==> config.mk <==
export PLATFORM = sky130hd
export DESIGN_NAME = axi_dw_allocator
export DESIGN_NICKNAME = d
export VERILOG_FILES = /design/src/rtl/axi_dw_allocator.sv
export SDC_FILE = /design/constraint.sdc
export NUM_CORES = 1
export LEC_CHECK = 0
export ABC_AREA = 1
export BUFFER_PORTS_ARGS = -buffer_cell sky130_fd_sc_hd__buf_4
export CORE_AREA = 3 3 258 260
export CTS_CLUSTER_DIAMETER = 120
export DETAILED_ROUTE_END_ITERATION = 16
export DIE_AREA = 0 0 261 263
export MAX_ROUTING_LAYER = met4
export PLACE_DENSITY_LB_ADDON = 0.08
export SLEW_MARGIN = 40
export SYNTH_ARGS = -nofsm -noshare
export SYNTH_HDL_FRONTEND = slang
export SYNTH_SLANG_ARGS = --single-unit
export TNS_END_PERCENT = 1
==> constraint.sdc <==
create_clock -name clk -period 4.89 [get_ports clk]
set_clock_uncertainty 0.05 [all_clocks]
set_input_delay 0.7335 -clock clk [delete_from_list [all_inputs] [get_ports clk]]
set_output_delay 0.7335 -clock clk [all_outputs]
set_load 0.01 [all_outputs]
==> src/rtl/axi_dw_allocator.sv <==
// rtl/axi_dw_allocator.sv - W-channel router for one master port, steered by the AW grant-order ID FIFO
module axi_dw_allocator #(
    parameter int AXI_DATA_W  = 64,
    parameter int AXI_USER_W  = 6,
    parameter int N_TARG_PORT = 7,
    parameter int LOG_N_TARG  = $clog2(N_TARG_PORT),
    parameter int FIFO_DEPTH  = 8
) (
    input  logic                                    clk,
    input  logic                                    rst_n,
    input  logic [N_TARG_PORT*AXI_DATA_W-1:0]       wdata_i,
    input  logic [N_TARG_PORT*(AXI_DATA_W/8)-1:0]   wstrb_i,
    input  logic [N_TARG_PORT-1:0]                  wlast_i,
    input  logic [N_TARG_PORT*AXI_USER_W-1:0]       wuser_i,
    input  logic [N_TARG_PORT-1:0]                  wvalid_i,
    output logic [N_TARG_PORT-1:0]                  wready_o,
    output logic [AXI_DATA_W-1:0]                   wdata_o,
    output logic [AXI_DATA_W/8-1:0]                 wstrb_o,
    output logic                                    wlast_o,
    output logic [AXI_USER_W-1:0]                   wuser_o,
    output logic                                    wvalid_o,
    input  logic                                    wready_i,
    input  logic                                    push_ID_i,
    input  logic [LOG_N_TARG+N_TARG_PORT-1:0]       ID_i,
    output logic                                    grant_FIFO_ID_o
);
    localparam int ID_W   = LOG_N_TARG + N_TARG_PORT;
    localparam int PTR_W  = $clog2(FIFO_DEPTH);
    localparam int CNT_W  = $clog2(FIFO_DEPTH + 1);
    localparam int STRB_W = AXI_DATA_W / 8;
    localparam logic [PTR_W-1:0] PTR_LAST = PTR_W'(FIFO_DEPTH - 1);
    localparam logic [CNT_W-1:0] CNT_FULL = CNT_W'(FIFO_DEPTH);

    logic [ID_W-1:0]        fifo_q [FIFO_DEPTH];
    logic [PTR_W-1:0]       wptr_q, wptr_d;
    logic [PTR_W-1:0]       rptr_q, rptr_d;
    logic [CNT_W-1:0]       count_q, count_d;
    logic [ID_W-1:0]        head;
    logic [N_TARG_PORT-1:0] onehot;
    logic [LOG_N_TARG-1:0]  sel;
    logic                   empty;
    logic                   push;
    logic                   pop;

    assign empty           = (count_q == '0);
    assign grant_FIFO_ID_o = (count_q != CNT_FULL);
    assign push            = push_ID_i && grant_FIFO_ID_o;
    assign pop             = wvalid_o && wready_i && wlast_o;

    assign head   = fifo_q[rptr_q];
    assign onehot = head[N_TARG_PORT-1:0];
    assign sel    = head[ID_W-1:N_TARG_PORT];

    // Forwarding is purely combinational; an empty FIFO blanks the whole master-side W.
    always_comb begin
        wvalid_o = 1'b0;
        wready_o = '0;
        wdata_o  = '0;
        wstrb_o  = '0;
        wlast_o  = 1'b0;
        wuser_o  = '0;
        if (!empty) begin
            wvalid_o = |(wvalid_i & onehot);
            wready_o = onehot & {N_TARG_PORT{wready_i}};
            for (int p = 0; p < N_TARG_PORT; p++) begin
                if (sel == LOG_N_TARG'(p)) begin
                    wdata_o = wdata_i[p*AXI_DATA_W +: AXI_DATA_W];
                    wstrb_o = wstrb_i[p*STRB_W +: STRB_W];
                    wlast_o = wlast_i[p];
                    wuser_o = wuser_i[p*AXI_USER_W +: AXI_USER_W];
                end
            end
        end
    end

    always_comb begin
        wptr_d  = wptr_q;
        rptr_d  = rptr_q;
        count_d = count_q;
        if (push) begin
            wptr_d = (wptr_q == PTR_LAST) ? '0 : wptr_q + PTR_W'(1);
        end
        if (pop) begin
            rptr_d = (rptr_q == PTR_LAST) ? '0 : rptr_q + PTR_W'(1);
        end
        case ({push, pop})
            2'b10:   count_d = count_q + CNT_W'(1);
            2'b01:   count_d = count_q - CNT_W'(1);
            default: count_d = count_q;
        endcase
    end

    always_ff @(posedge clk or negedge rst_n) begin
        if (!rst_n) begin
            wptr_q  <= '0;
            rptr_q  <= '0;
            count_q <= '0;
        end else begin
            wptr_q  <= wptr_d;
            rptr_q  <= rptr_d;
            count_q <= count_d;
        end
    end

    // Entries are qualified by count_q, so the storage needs no reset.
    always_ff @(posedge clk) begin
        if (push) begin
            fifo_q[wptr_q] <= ID_i;
        end
    end
endmodule

-- Word level (Yosys, flattened, before mapping)
Memories as Yosys holds them, arrays and structs flattened.
Cells that the tools add are included.
- equal/unequal tests: 11
- add/subtract/negate cells: 4
- reduce and logical (&&, ||, !) cells: 7
- bitwise operators: 2
- multiplexer cells: 39
- operators by type and width (operator ; count):
    64-bit 2-to-1 mux ; 8
    8-bit 2-to-1 mux ; 8
    6-bit 2-to-1 mux ; 8
    3-bit == test (second input constant) ; 5
    7-bit AND ; 2
    1-bit 2-to-1 mux ; 11
    4-bit one-hot mux with 2 select lines ; 1
    7-bit 2-to-1 mux ; 1
    7-bit OR reduction ; 1
    3-bit by 1-bit adder with 3-bit output (second input constant) ; 2
    3-bit by 2-bit == test with 1-bit output (second input constant) ; 2
    3-bit 2-to-1 mux ; 2
    4-bit by 1-bit adder with 4-bit output (second input constant) ; 1
    4-bit logical NOT ; 1
    4-bit inequality test (second input constant) ; 1
    4-bit by 1-bit subtractor with 4-bit output (second input constant) ; 1
    3-bit by 1-bit == test with 1-bit output (second input constant) ; 1
    1-bit logical AND ; 3
    3-bit logical NOT ; 1
    2-bit by 1-bit == test with 1-bit output (second input constant) ; 1
    2-bit == test (second input constant) ; 1
    2-bit nonzero test ; 1
- word-level logic and storage cells: 67
- register bits: 10
- output and inout port bits: 88
- memories: 1
- bits of input ports: 574
- bits in writable memories: 80
- memory list (memory ; words ; width ; rd ports ; clocked after Yosys merged registers in ; write ports ; line ; text):
    fifo_q ; 8 ; 10 ; 1 ; 0 ; 1 ; 34 ; logic [ID_W-1:0] fifo_q [FIFO_DEPTH];

-- Longest topological paths before layout
An unclocked memory read counts as a cell.
- word-level depth: 13
- gate-level depth with buffers: 26
- mapped depth without buffers: 23

-- Worst setup path after synthesis
OpenSTA, ideal clock, no wires.
- kind: register to register
- start point: register rptr_q[0]
- end point: register count_q[3]
- cell stages (with the launch flop): 24
- setup time: 0.121 ns
- clock period less this slack: 3.154 ns
- arrival: 2.983 ns
- path slack: 1.736 ns
- cell sequence: dfrtp_1 > buf_4 > buf_4 > nand2_1 > nand3_1 > nand3_1 > nand2_2 > inv_1 > nand3_1 > buf_2 > or2_0 > nand2_1 > nand4_2 > nand3_2 > inv_1 > ha_1 > ha_1 > nand2_1 > nor2_1 > a211oi_1 > nor2_1 > nor2_1 > nand2_1 > xor2_1
- word-level cells in the longest chain between the ends: 13
- elaborated cells between the ends (all ways): 25
- classes of those cells: eq/ne: 8; mux: 10; bitwise: 1; reduce/logical: 5; memory: 1
- RTL lines (what ; line ; text):
    start: declaration ; 36 ; logic [PTR_W-1:0] rptr_q, rptr_d;
    start signal: assignment ; 100 ; rptr_q <= rptr_d;
    memory read 8 x 10 bit (*) ; n/a ;
    3-bit logical NOT ; 66 ; if (sel == LOG_N_TARG'(p)) begin
    1-bit 2-to-1 mux (7 in series) ; 66 ;
    1-bit 2-to-1 mux ; 62 ; if (!empty) begin
    1-bit logical AND (*) ; 48 ; assign pop = wvalid_o && wready_i && wlast_o;
    named net pop ; 43 ; logic pop;
    2-bit by 1-bit == test with 1-bit output or 2-bit == test (tied branches) ; 86 ; case ({push, pop})
    4-bit one-hot mux with 2 select lines or 2-bit nonzero test (tied branches) ; n/a ;
    end signal: assignment ; 101 ; count_q <= count_d;
    end: declaration ; 37 ; logic [CNT_W-1:0] count_q, count_d;
The timed path passes the listed nets; every way through them passes the cells marked *.
A chain may end at the register's enable or synchronous reset.

-- Worst setup path after layout
- start point: register rptr_q[0]
- end point: output wstrb_o[5]
- word-level cells in the longest chain between the ends: 10
- elaborated cells between the ends (all ways): 16
- classes of those cells: eq/ne: 6; mux: 8; reduce/logical: 1; memory: 1
- RTL lines (what ; line ; text):
    memory read 8 x 10 bit (*) ; n/a ;
    3-bit logical NOT ; 66 ;
    8-bit 2-to-1 mux (6 in series) ; 66 ;
    8-bit 2-to-1 mux (*) ; 66 ;
    8-bit 2-to-1 mux (*) ; 62 ;
    end: declaration ; 18 ; output logic [AXI_DATA_W/8-1:0] wstrb_o,
Every way passes the cells marked *; elsewhere a longest branch is shown, timed or not.

==> impl_metrics.csv <==
group,metric,value,unit
yosys,synth-seq-cells,90,
cts,ctsHoldBuffers,0,
global_routing,track_usage,18.5,%
yosys,ys_types,32,
sta,fin_ws,0.659,ns
yosys,synth.most_common_cell,"nand2_1",
die,die_y,263,um
placed_design,port_buffers,661,
die,start_util,12.7,%
critical_path,r2r-start,"rptr_q[0]",
drt,drtIter0Drc,722,
critical_path,end_kind,"output pin",
critical_path,crit_arrival,3.45,ns
cts,cts.clk_slew.worst_paths,0.07,ns
cts,ctsRootBufferMaster,"clkbuf_16",
global_routing,grt_pass1_vias,11949,
sta,maxSlewHeadroom,53.7,%
die,rows,93,
drt,num_vias,11716,
drt,detail_route.first_pass.iterations,5,
yosys,yosys_warnings,0,
sta,fin_crit_sh,86.5,%
power,power_density,747,nW/um^2
die,die_width,261,um
critical_path,cp-start-kind,"register",
yosys,synthArstFlopShare,11.1,%
global_routing,grt_overflow,0,
sta,hold_viol,0,
cells_and_area,syn2layout_area_growth,76.9,%
power,pwr-share-seq,9.5,%
die,core_area,64300,um^2
sta,worst_pin_slew,0.695,ns
sta,finalMaxSlewViolations,0,
yosys,synth_xor_area_share,0.320,%
yosys,synth_top_family_by_area,"simple AND/OR/NAND/NOR gates",
cts,h-tree-depth,3,
critical_path,critPathMaxFanout,23,
critical_path,cp.required,4.11,ns
critical_path,startpoint,"rptr_q[0]",
drt,drc,0,
cells_and_area,layout.nets,2520,
yosys,synth_compound_area_share,19.3,%
run,cap_violations,0,
global_routing,antenna_found_initial,7,
yosys,synth-main-ff-cell,"edfxtp_1",
power,p_leak,6.82,nW
drt,ant_nets,0,
yosys,synth_top_area_share,29.3,%
cells_and_area,drive_gt1_share,38.0,%
yosys,synth_fa_ha_area_share,1.31,%
cts,clk_latency,0.35,ns
yosys,avgSynthCellArea,6.21,um^2
cts,numCtsBuffers,9,
yosys,yosys-top-cells-area,"edfxtp_1 (29%), nand2_1 (19%), a21oi_1 (9.8%)",
placed_design,gp_congestion,0.903,
cts,clk_path_buf_depth,2,
power,clock_power_share,6.1,%
critical_path,crit_type,"reg -> out",
power,combPwrFrac,84.4,%
cells_and_area,post-route-util,22.5,%
yosys,synthMuxAreaShare,0,%
drt,viasPerCell,4.18,
cts,cts_sinks,90,
yosys,yosys.area.top_type,"edfxtp_1",
power,sw_frac_of_total,55.3,%
drt,wire_per_inst,23.4,um
placed_design,dp_hpwl,53000,um
die,io_pins,662,
yosys,synth_edf_count,80,
cts,cts_setup_buffers,0,
sta,fin_tns_setup,0,ns
drt,wl,65600,um
yosys,postSynthCellCount,1321,
sta,rsz0062_at_grt,"no",
cts,cts-resized-gates,0,
power,vdd_drop_max,0.345,mV
cts,cts_tree,"yes",
global_routing,grt_max_degree,80,
hold_path,hp-class,"in -> async",
yosys,syn_nets,1903,
global_routing,grt_pass1_wl,89900,um
die,die_area,68600,um^2
yosys,synth_area,8200,um^2
yosys,yosys.area_share.simple,37.2,%
placed_design,pre_cts_ws,0.936,ns
outcome,status,"finished, final reports clean",
sta,setup_violations,0,
yosys,ys_seq_area_share,32.3,%
sta,period_needed,4.23,ns
cells_and_area,n_fill_cell,7415,
yosys,synthTopCellsByCount,"nand2_1 (410), a21oi_1 (160), nor2_1 (156)",
power,switchingPower,6.00,mW
sta,max_freq,236,MHz
power,intPower,4.84,mW
## through the flow
step	hold slack (ns)	std cells	instance area [um^2]	power (mW)
finish	0.162	2805	14500	10.8
floorplan	0.388	1321	8200	5.73
detailed placement	0.443	2782	14200	10.4
global placement	0.444	2782	14200	10.5
global route	0.164	2805	14500	11.9
CTS	0.162	2798	14500	11.1
## cell type report
type | instances | area (um^2) | area share, %
repair buffers | 702 | 5360 | 36.9
multi-input cells | 1049 | 4800 | 33.1
flip-flops and latches | 90 | 2650 | 18.3
well taps | 855 | 1070 | 7.37
inverters | 86 | 329 | 2.27
clock buffers | 9 | 225 | 1.55
clock inverters | 7 | 53.8 | 0.371
diodes | 7 | 17.5 | 0.121
## state kept, by name, indices dropped and copies added, names as in the netlist
name     count
fifo_q      80
rptr_q       3
wptr_q       3
count_q      4
## cell usage in the layout (no fill, tap or decap), types with 2 or more instances in the layout
cell	netlist	routed
buf_4	9	695
nand2_1	410	410
a21oi_1	160	160
nor2_1	156	155
o21ai_0	151	151
nand4_1	82	82
edfxtp_1	80	80
inv_1	80	78
nand3_1	64	61
dfrtp_1	10	10
clkbuf_16	0	9
diode_2	0	7
ha_1	7	7
buf_12	0	7
clkinv_2	0	6
inv_2	3	3
nand2_2	3	3
nand3_2	1	3
nor2_4	0	2
o211ai_1	2	2
or2_2	2	2
xor2_1	2	2
clkinv_4	0	2
## per-layer routing
layer	track usage, %	vias up	routed length, um
met2	33.1	431	33600
met4	2.49	0	507
met3	3.23	25	4160
met5	-	-	0
met1	22.2	5578	27400
li1	-	5682	-
## power groups by stage
stage          sequential [mW]  combinational (mW)  clock (mW)
6_report                  1.03                9.15       0.660
5_1_grt                   1.04                10.1       0.712
4_1_cts                   1.03                9.43       0.686
3_5_place_dp              1.04                9.40           0
3_3_place_gp              1.05                9.43           0
2_1_floorplan             1.03                4.70           0
## worst max-delay path, cell delays in order (launching register included)
cell      delay [ns]
dfrtp_1         0.38
buf_4           0.20
inv_2           0.22
nand2_1         0.08
nand2_1         0.06
nand2_1         0.04
nand3_1         0.11
nand2_2         0.18
nand3_1         0.15
clkinv_2        0.39
buf_4           0.35
nand2_1         0.07
nand3_1         0.06
o21ai_0         0.18
buf_4           0.23
nand4_1         0.09
nand2_1         0.07
inv_1           0.04
buf_4           0.13
## cells by family (layout without fill, tap and decap cells)
family,after synthesis,in the layout
flops,90,90
other cells,0,7
fa+ha+maj,8,8
simple gates,723,723
xor+xnor,3,3
compound gates,315,315
buf+inv,182,804
## final timing paths
check | end | slack, ns | cells past startpoint
max | wstrb_o[5] | 0.66 | 18
min | count_q[2] | 0.16 | 1
max reg2reg | count_q[3] | 1.01 | 22
min reg2reg | count_q[0] | 0.45 | 1
max in group asynchronous | wptr_q[2] | 4.47 | 1
min in group clk | count_q[0] | 0.45 | 1
No activity file was read; power rests on OpenSTA's default activity.
